$ cat src/rtl/sprite_collide_engine.sv
// Sprite hit-test, ROM addressing, two-stage pixel compositing and collision events.
// Define SCE_OTK_EN to build the OTK (charge / special attack) feature.
module sprite_collide_engine #(
    parameter int unsigned N_ENM      = 3,
    parameter int unsigned SPR_W      = 40,
    parameter int unsigned SPR_H      = 30,
    parameter int unsigned MIS_W      = 56,
    parameter int unsigned MIS_H      = 12,
    parameter int unsigned HOLD_BITS  = 20,
    parameter int unsigned OTK_THRESH = 10,
    parameter int unsigned OTK_CD     = 200,
    parameter int unsigned OTK_GAP    = 20,
    parameter logic [11:0] TRANSP     = 12'hfff
) (
    input  logic                  clk_25Hz,
    input  logic                  rst,
    input  logic                  tick,
    input  logic [9:0]            h_cnt,
    input  logic [9:0]            v_cnt,
    input  logic [10*N_ENM-1:0]   enm_x,
    input  logic [10*N_ENM-1:0]   enm_y,
    input  logic [N_ENM-1:0]      enm_valid,
    input  logic [9:0]            plr_x,
    input  logic [9:0]            plr_y,
    input  logic                  plr_valid,
    input  logic [9:0]            mis_x,
    input  logic [9:0]            mis_y,
    input  logic                  mis_valid,
    output logic [12*N_ENM-1:0]   enm_addr,
    output logic [11:0]           plr_addr,
    output logic [11:0]           mis_addr,
    output logic [14:0]           bg_addr,
    input  logic [12*N_ENM-1:0]   enm_pix,
    input  logic [11:0]           plr_pix,
    input  logic [11:0]           mis_pix,
    input  logic [11:0]           bg_pix,
    output logic [11:0]           pixel,
    output logic [N_ENM:0]        events,
    output logic                  otk_sign
);
    localparam logic [11:0] SW  = 12'(SPR_W);
    localparam logic [11:0] SH  = 12'(SPR_H);
    localparam logic [11:0] MW  = 12'(MIS_W);
    localparam logic [11:0] MH  = 12'(MIS_H);
    localparam logic [11:0] GAP = 12'(OTK_GAP);

    logic                   otk_active;
    logic [11:0]            hx, vy;
    logic [N_ENM-1:0]       enm_hit_c;
    logic [12*N_ENM-1:0]    enm_addr_c;
    logic                   plr_hit_c, mis_hit_c;
    logic [11:0]            plr_addr_c, mis_addr_c;
    logic [14:0]            bg_addr_c;
    logic [2:0]             copy_en;
    logic [11:0]            copy_y [3];

    logic [N_ENM-1:0]       enm_hit_q;
    logic                   plr_hit_q, mis_hit_q;
    logic [11:0]            colour;
    logic                   enm_found;
    logic [N_ENM:0]         die;
    logic [HOLD_BITS-1:0]   hold, hold_inc;

    // 12-bit compares keep x+W from wrapping at the right/bottom screen edge.
    function automatic logic in_span(input logic [11:0] p, input logic [11:0] org,
                                     input logic [11:0] len);
        return (p >= org) && (p < org + len);
    endfunction

    assign hx = {2'b00, h_cnt};
    assign vy = {2'b00, v_cnt};

    always_comb begin
        enm_hit_c  = '0;
        enm_addr_c = '0;
        for (int unsigned i = 0; i < N_ENM; i++) begin
            if (enm_valid[i] && in_span(hx, {2'b00, enm_x[10*i +: 10]}, SW)
                             && in_span(vy, {2'b00, enm_y[10*i +: 10]}, SH)) begin
                enm_hit_c[i] = 1'b1;
                enm_addr_c[12*i +: 12] = (vy - {2'b00, enm_y[10*i +: 10]}) * SW
                                       + (hx - {2'b00, enm_x[10*i +: 10]});
            end
        end

        plr_hit_c  = plr_valid && in_span(hx, {2'b00, plr_x}, SW) && in_span(vy, {2'b00, plr_y}, SH);
        plr_addr_c = plr_hit_c ? (vy - {2'b00, plr_y}) * SW + (hx - {2'b00, plr_x}) : '0;

        // Copy 0 is the real missile; copies 1/2 are the OTK clones below/above it.
        copy_en[0] = mis_valid;
        copy_y[0]  = {2'b00, mis_y};
        copy_en[1] = mis_valid && otk_active;
        copy_y[1]  = {2'b00, mis_y} + GAP;
        copy_en[2] = mis_valid && otk_active && ({2'b00, mis_y} >= GAP);
        copy_y[2]  = {2'b00, mis_y} - GAP;

        mis_hit_c  = 1'b0;
        mis_addr_c = '0;
        for (int unsigned k = 0; k < 3; k++) begin
            if (copy_en[k] && in_span(hx, {2'b00, mis_x}, MW) && in_span(vy, copy_y[k], MH)) begin
                mis_hit_c  = 1'b1;
                mis_addr_c = (vy - copy_y[k]) * MW + (hx - {2'b00, mis_x});
            end
        end

        bg_addr_c = 15'(v_cnt[9:2]) * 15'd160 + 15'(h_cnt[9:2]);
    end

    always_ff @(posedge clk_25Hz) begin
        if (!rst) begin
            enm_addr  <= '0;
            plr_addr  <= '0;
            mis_addr  <= '0;
            bg_addr   <= '0;
            enm_hit_q <= '0;
            plr_hit_q <= 1'b0;
            mis_hit_q <= 1'b0;
        end else begin
            enm_addr  <= enm_addr_c;
            plr_addr  <= plr_addr_c;
            mis_addr  <= mis_addr_c;
            bg_addr   <= bg_addr_c;
            enm_hit_q <= enm_hit_c;
            plr_hit_q <= plr_hit_c;
            mis_hit_q <= mis_hit_c;
        end
    end

    always_comb begin
        colour    = TRANSP;
        enm_found = 1'b0;
        if (mis_hit_q) begin
            colour = mis_pix;
        end else if (plr_hit_q && |enm_hit_q) begin
            colour = TRANSP;
        end else if (plr_hit_q) begin
            colour = plr_pix;
        end else begin
            for (int unsigned i = 0; i < N_ENM; i++) begin
                if (!enm_found && enm_hit_q[i]) begin
                    colour    = enm_pix[12*i +: 12];
                    enm_found = 1'b1;
                end
            end
        end
        if (colour == TRANSP) colour = bg_pix;

        die    = '0;
        die[0] = plr_hit_q && |enm_hit_q;
        for (int unsigned i = 0; i < N_ENM; i++)
            die[i+1] = enm_hit_q[i] && (mis_hit_q || plr_hit_q);
    end

    assign hold_inc = hold + HOLD_BITS'(1);

    always_ff @(posedge clk_25Hz) begin
        if (!rst) begin
            pixel  <= '0;
            events <= '0;
            hold   <= '0;
        end else begin
            pixel <= colour;
            if (die != '0 && die != events) begin
                events <= die;
                hold   <= '0;
            end else if (!hold[HOLD_BITS-1]) begin
                hold <= hold_inc;
                if (hold_inc[HOLD_BITS-1]) events <= '0;
            end
        end
    end

`ifdef SCE_OTK_EN
    localparam int unsigned CD_W     = $clog2(OTK_CD + 1);
    localparam logic [CD_W-1:0] CD_LAST = CD_W'(OTK_CD - 1);
    localparam logic [4:0]  THRESH5  = 5'(OTK_THRESH);

    typedef enum logic {CHARGE, ACTIVE} otk_state_t;

    otk_state_t       state, state_nx;
    logic [3:0]       score, score_nx, kills;
    logic [4:0]       sum;
    logic [CD_W-1:0]  cd, cd_nx;

    always_ff @(posedge clk_25Hz) begin
        if (!rst) begin
            state <= CHARGE;
            score <= '0;
            cd    <= '0;
        end else begin
            state <= state_nx;
            score <= score_nx;
            cd    <= cd_nx;
        end
    end

    always_comb begin
        state_nx = state;
        score_nx = score;
        cd_nx    = cd;
        kills    = '0;
        for (int unsigned i = 0; i < N_ENM; i++)
            kills = kills + 4'(events[i+1]);
        sum = {1'b0, score} + {1'b0, kills};
        if (tick) begin
            if (events[0]) begin
                state_nx = CHARGE;
                score_nx = '0;
                cd_nx    = '0;
            end else if (state == CHARGE) begin
                if ({1'b0, score} >= THRESH5) begin
                    state_nx = ACTIVE;
                    score_nx = '0;
                    cd_nx    = '0;
                end else begin
                    score_nx = sum[4] ? 4'hf : sum[3:0];
                end
            end else if (cd == CD_LAST) begin
                state_nx = CHARGE;
                score_nx = '0;
                cd_nx    = '0;
            end else begin
                cd_nx = cd + CD_W'(1);
            end
        end
    end

    assign otk_active = (state == ACTIVE);
    assign otk_sign   = otk_active;
`else
    logic unused_tick;
    assign unused_tick = tick;
    assign otk_active  = 1'b0;
    assign otk_sign    = 1'b0;
`endif

endmodule
$ cat config.mk
export PLATFORM = sky130hd
export DESIGN_NAME = sprite_collide_engine
export DESIGN_NICKNAME = d
export VERILOG_FILES = /design/src/rtl/sprite_collide_engine.sv
export SDC_FILE = /design/constraint.sdc
export NUM_CORES = 1
export LEC_CHECK = 0
export CORE_MARGIN = 10
export CORE_UTILIZATION = 40
export DETAILED_ROUTE_END_ITERATION = 16
export GPL_ROUTABILITY_DRIVEN = 0
export HOLD_SLACK_MARGIN = 0.08
export PLACE_DENSITY = 0.73
export RECOVER_POWER = 25
export SKIP_LAST_GASP = 1
export SLEW_MARGIN = 10
export SYNTH_ARGS = -nofsm -noshare
export SYNTH_HDL_FRONTEND = slang
export SYNTH_SLANG_ARGS = --single-unit
$ cat constraint.sdc
create_clock -name clk_25Hz -period 6.8 [get_ports clk_25Hz]
set_input_delay 0.68 -clock clk_25Hz [delete_from_list [all_inputs] [get_ports clk_25Hz]]
set_output_delay 0.68 -clock clk_25Hz [all_outputs]
set_load 0.01 [all_outputs]
==> results of run 1 <==
-- per-layer routing --
| metal | share of wire (%) | vias up | wire, um |
|---|---|---|---|
| met4 | 3.6 | 0 | 1676 |
| met5 | 0 | - | 0 |
| met1 | 43 | 6438 | 19770 |
| li1 | - | 6896 | - |
| met3 | 7.2 | 96 | 3319 |
| met2 | 46 | 437 | 21410 |
-- how the worst max path moves through the flow --
stage	start	endpoint	slack [ps]	depth (start not counted)
floorplan	v_cnt[0]	mis_addr[11]	2150	22
global placement	v_cnt[1]	mis_addr[11]	1120	22
detailed placement	v_cnt[1]	mis_addr[11]	970	22
CTS	v_cnt[1]	mis_addr[11]	1450	22
global route	v_cnt[1]	mis_addr[11]	1060	22
finish	v_cnt[1]	mis_addr[11]	1430	22
-- metrics by stage --
| stage | util [%] | hold slack, ps |
|---|---|---|
| global placement | 50.42 | 468.2 |
| CTS | 52.14 | 504.2 |
| global route | 52.13 | 548.8 |
| finish | 52.15 | 504.0 |
| floorplan | - | 458.4 |
| detailed placement | 50.42 | 495.5 |
-- cells in the mapped netlist, types with 24 or more instances --
master,n,area share (%)
a21o_1,64,3.3
a21oi_1,116,4.0
dfxtp_1,116,16
fa_1,25,3.4
ha_1,300,26
inv_1,211,5.5
nand2_1,89,2.3
nand3_1,24,0.83
nand4_1,30,1.3
nor2_1,134,3.5
nor2b_1,45,1.9
nor3_1,48,1.7
o21a_1,30,1.6
o21ai_0,100,3.4
o22ai_1,28,1.2
xnor2_1,155,9.3
xor2_1,55,3.3
-- critical path: stages --
cell	delay, ps
clkdlybuf4s50_1	730
ha_1	480
nor2b_1	180
nor2_1	80
nor2_1	100
nor2_1	60
xnor2_1	380
inv_1	150
fa_1	580
inv_1	60
ha_1	280
a21o_1	170
a21oi_1	210
o21bai_1	90
a21oi_1	180
xnor2_1	150
ha_1	280
a21oi_1	130
a21o_1	100
xnor3_1	390
xnor2_1	140
nor2_1	60
-- where the power goes --
group	total, mW	internal (mW)	switching [mW]
combinational	2.98	1.48	1.50
sequential	0.736	0.721	0.0145
clock	0.950	0.589	0.361
-- state kept, by name, indices dropped and copies added, names as in the netlist --
name       count
enm_hit_q      3
hold          20
plr_hit_q      1
bg_addr       15
pixel         12
mis_addr      12
events         4
enm_addr      36
plr_addr      12
mis_hit_q      1
-- kinds of logic after synthesis --
| kind of cell | count (synthesis) | synth area share, % |
|---|---|---|
| adder cells (fa/ha/maj) | 325 | 29.29 |
| buffers and inverters | 237 | 6.384 |
| multiplexers | 2 | 0.1379 |
| XOR/XNOR | 214 | 13.29 |
| AND/OR/NAND/NOR | 446 | 14.97 |
| other | 1 | 0.02582 |
| AO/OA/AOI/OAI | 451 | 19.91 |
| flip-flops | 116 | 15.99 |
-- cell type report --
class	instances	area (um^2)
Antenna cell	2	5.005
Tap cell	461	576.8
Multi-Input combinational cell	1439	11270
Clock buffer	18	439.2
Timing Repair Buffer	305	3009
Sequential cell	116	2322
Inverter	211	792.0
Clock inverter	13	175.2
Fill cell	3309	17060
==> run metrics, run 1 <==
violated checks=max-capacitance violations, max-slew violations; clk_skew=11.19 ps; Fmax achieved=around 0.19 GHz; number of global-route vias before repair=14.24k; Worst Reg-to-Reg Cells=7; worst-case hold path end point=hold[18]; Pwr Density=251.0 nW/um^2; TritonCTS buffer count=17; clk root buf=clkbuf_16; Inst Count DP=2532; most frequent cells in the layout=300 x ha_1, 242 x clkdlybuf4s50_1, 211 x inv_1, 155 x xnor2_1, 134 x nor2_1; met1 usage=24.06%; Critical Path Fanout Max=6; Hold Crit Depth=2; element type at the critical path start=input pin; height of the die=210.5 um; post-route design area=18590 um^2; CTS tree=yes; DR iter-0 viols=792; first-pass GRT wire length=72340 um; Die X=210.5 um; hold crit path type=flop to flop; busiest grt layer=met2; R2R setup slack=3590 ps; layout cells sized above 1=2.617%; met2 Use GR=34.64%; RR Endpoint=pixel[9]; clk slew on worst S/H paths=70 ps; syn nets=2317; via/cell ratio=5.406; VDD IR-drop max=0.0002077 V; Setup TNS Final=0 ps; Slew headroom=-36.49%; Wirelength per Cell=18.00 um; total routed wirelength=46180 um; Routed Antenna Nets=0; outcome=finished with violations; row count=around 70; DRC Markers=0; number of detailed-route iterations in the first pass=5; Slew Limit Fails=38; placed instance area=17980 um^2; Place WS=968.8 ps; largest net degree at the start of global routing=38; Tot Pwr=4.666 mW; gr usage total=20.37%; Setup WS post-layout=1430 ps; die area=44330 um^2; final setup fails=0; async set or reset register ratio after synthesis=0%; post-cts hold buffer count=0; Seq/Total Area, Yosys=15.99%; leak pwr=8.769 nW; clock buffer depth=2; Tmin final=~5400 ps; clock sinks=116; post-synthesis cell type count=72; Final Instance Count excl. Fillers=between 2k and 3k; post-synthesis cell count=~1.8k; Primary FF master, synth=dfxtp_1; core outline area=35660 um^2; fin crit share=78.98%; Synth Cell Area=approximately 15000 um^2; # H-tree levels=4; commonest non-fill, non-tap cell in the layout=ha_1; number of gates resized after CTS=0; initial antenna violation count=2; WP data arrival=5670 ps; Clk Latency, worst-skew pair=around 450 ps; Starting Density=40.73%; Seq cells post-synth=roughly 120; Fin. Hold Viols=0; GR Util met3=5.178%; global route total overflow=0; Vias=13.87k; fin nets=2615; Area Growth Syn to Fin=28.03%; syn avg cell area=8.104 um^2; reg2reg start=enm_hit_q[0]; Yosys warnings=0; Req. time, crit path=7100 ps; Setup Crit Path Kind=input pin to flop; HPWL Detailed=38100 um; CP endpoint kind=flop; IO Port Bufs=~290; num ports=292; EDFF count, synth=0; Slew @ Worst Pin=between 2000 and 2500 ps; Hold Crit Start=hold[18]; number of max-cap violations=1; RSZ-0062 raised after global routing=no; post-CTS setup buffers=0
No activity file was read; power rests on OpenSTA's default activity.
==> run 2, diff against run 1 <==
- PLACE_DENSITY: 0.73 -> 0.75
- clock period: 6.8 -> 4.8 ns (I/O delays scaled with it)
==> run 2 against run 1 <==
  * The run now ends clean
  * Wire length is 4.6% higher
  * Worst hold slack better by 5.0 ps
  * Cell area is 3.1% higher
  * Global-route usage is 0.95 points higher
  * Highest routed layer is now met5
  * Flip-flop and latch count stayed put
  * Power is 52% higher
==> run metrics, run 2 (same netlist as run 1, synthesis figures left out) <==
Critical Path Fanout Max=4 (was 6); crit path cell chain=clkdlybuf4s50_1 > inv_2 > buf_6 > ha_1 > inv_1 > fa_1 > a21o_1 > a21oi_2 > xnor2_1 > ha_1 > inv_1 > fa_1 > inv_1 > a21o_1 > a21oi_1 > xnor2_1 > ha_1 > o21ai_0 > nor2_1 > a21oi_1 > xnor3_1 > xor2_1 > nor2_1 (was clkdlybuf4s50_1 > ha_1 > nor2b_1 > nor2_1 > nor2_1 > nor2_1 > xnor2_1 > inv_1 > fa_1 > inv_1 > ha_1 > a21o_1 > a21oi_1 > o21bai_1 > a21oi_1 > xnor2_1 > ha_1 > a21oi_1 > a21o_1 > xnor3_1 > xnor2_1 > nor2_1); Inst Count DP=2606 (was 2532); largest net degree at the start of global routing=29 (was 38); Wirelength per Cell=18.29 um (was 18.00 um); Worst path slowest cell=fa_1 (was clkdlybuf4s50_1); DR iter-0 viols=731 (was 792); final setup fails=0 (unchanged); first-pass GRT wire length=75090 um (was 72340 um); outcome=completed (was finished with violations); Clk Latency, worst-skew pair=440 ps (was 450 ps); Starting Density=40.73% (unchanged); worst-case hold path end point=hold[18] (unchanged); most frequent cells in the layout=300 x ha_1, 241 x clkdlybuf4s50_1, 210 x inv_1, 155 x xnor2_1, 134 x nor2_1 (was 300 x ha_1, 242 x clkdlybuf4s50_1, 211 x inv_1, 155 x xnor2_1, 134 x nor2_1); Top delay family on crit path=adder cells (unchanged); Hold Crit Start=hold[18] (unchanged); R2R setup slack=1450 ps (was 3590 ps); Slew @ Worst Pin=1475 ps (was 2047 ps); row count=69 (unchanged); DRC Markers=0 (unchanged); clock buffer depth=2 (unchanged); Place WS=-305.0 ps (was 968.8 ps); Setup Crit Path Kind=input pin to flop (unchanged); element type at the critical path start=input pin (unchanged); # H-tree levels=4 (unchanged); worst hold margin=509.0 ps (was 504.0 ps); CP Launch Point=v_cnt[0] (was v_cnt[1]); Slew headroom=1.637% (was -36.49%); Worst Reg-to-Reg Cells=7 (unchanged); height of the die=210.5 um (unchanged); CTS tree=yes (unchanged); total routed wirelength=48290 um (was 46180 um); Post-Route Utilization=53.75% (was 52.15%); HPWL Detailed=40160 um (was 38100 um); Tmin final=4501 ps; clock sinks=116 (unchanged); Routed Antenna Nets=0 (unchanged); die area=44330 um^2 (unchanged); Area Growth Syn to Fin=31.96% (was 28.03%); gr usage total=21.32% (was 20.37%); Die X=210.5 um (unchanged); initial antenna violation count=6 (was 2); max FFs per register=36 (unchanged); fin nets=2690 (was 2615); global route total overflow=0 (unchanged); Pwr Density=369.0 nW/um^2 (was 251.0 nW/um^2); Fin. Hold Viols=0 (unchanged); CP bufs+invs=6 (was 3); number of global-route vias before repair=14.40k (was 14.24k); Tot Pwr=7.071 mW (was 4.666 mW); Slew Limit Fails=0 (was 38); Req. time, crit path=5120 ps (was 7100 ps); reg2reg start=enm_hit_q[0] (unchanged); Fmax achieved=0.2222 GHz; core outline area=35660 um^2 (unchanged); clk root buf=clkbuf_16 (unchanged); Most flops, register=enm_addr (unchanged); TritonCTS buffer count=17 (unchanged); commonest non-fill, non-tap cell in the layout=ha_1 (unchanged); number of max-cap violations=0 (was 1); Setup WS post-layout=299.4 ps (was 1430 ps); via/cell ratio=5.347 (was 5.406); hold crit path type=flop to flop (unchanged); num ports=292 (unchanged); Largest regs=enm_addr x36, hold x20, bg_addr x15 (unchanged); number of detailed-route iterations in the first pass=5 (unchanged); post-route design area=19160 um^2 (was 18590 um^2); RR Endpoint=pixel[6] (was pixel[9]); Vias=14.12k (was 13.87k); Setup TNS Final=0 ps (unchanged); WP data arrival=4830 ps (was 5670 ps); RSZ-0062 raised after global routing=no (unchanged); VDD IR-drop max=0.0003966 V (was 0.0002077 V); layout cells sized above 1=6.244% (was 2.617%); clk_skew=10.63 ps (was 11.19 ps); Hold Crit Depth=2 (unchanged); IO Port Bufs=289 (unchanged); placed instance area=18530 um^2 (was 17980 um^2); Crit path largest cell delay=470 ps (was 730 ps); fin crit share=93.76%; CP endpoint kind=flop (unchanged); Final Instance Count excl. Fillers=2640 (was 2565); leak pwr=9.122 nW (was 8.769 nW); clk slew on worst S/H paths=70 ps (about the same)
==> run 2: cell count changes in the layout (fill, tap and decap cells not counted), sizes merged <==
cell / delta
buf: +75
inv: +8
clkinv: -5
bufinv: -1
clkdlybuf4s50: -1
diode: -1
dlygate4sd3: -1
dlymetal6s2s: +1
==> run 2: worst max-delay path by stage <==
| stage | endpoint | slack [ps] | cells past startpoint |
|---|---|---|---|
| final | plr_addr[11] | 300 | 23 |
| after global routing | plr_addr[11] | 2 | 23 |
| after CTS | plr_addr[11] | 120 | 23 |
| after detailed placement | mis_addr[11] | -300 | 22 |
| after global placement | mis_addr[11] | -200 | 22 |
| after floorplan | mis_addr[11] | 350 | 22 |
==> run 2: final cells by class <==
cell class	count	area [um^2]
clock buffers	17	425.4
well taps	461	576.8
diodes	1	2.502
repair buffers	380	3572
inverters	211	792.0
clock inverters	15	182.7
flip-flops and latches	116	2322
fillers	3295	16490
multi-input cells	1439	11290
==> run 2: worst reg2reg max path, cell delays in order (launching register included) <==
cell	delay [ps]
dfxtp_1	920
nor2_1	190
nand3_1	450
o22ai_1	180
o21ai_0	400
nand4_1	210
or3_1	590
o211a_1	300
==> run 2: what timing repair did <==
item	4_1_cts	5_1_grt
endpoints found under the hold margin	0	0
setup endpoints to repair	0	3
gates resized for setup	0	8
hold buffers	0	0
setup buffers	0	1
==> run 2: power breakdown <==
group / internal, mW / leakage [nW] / switching, mW
logic: 2.44 / 7.88 / 2.24
registers: 1.02 / 0.944 / 0.0190
clock network: 0.790 / 0.298 / 0.567
==> run 2: per-layer routing <==
layer,GRT usage [%],wire [um],part of all wire [%]
met5,0,74,0.15
met4,7.742,1473,3.1
met2,36.75,22730,47
met3,5.593,3079,6.4
met1,24.95,20930,43
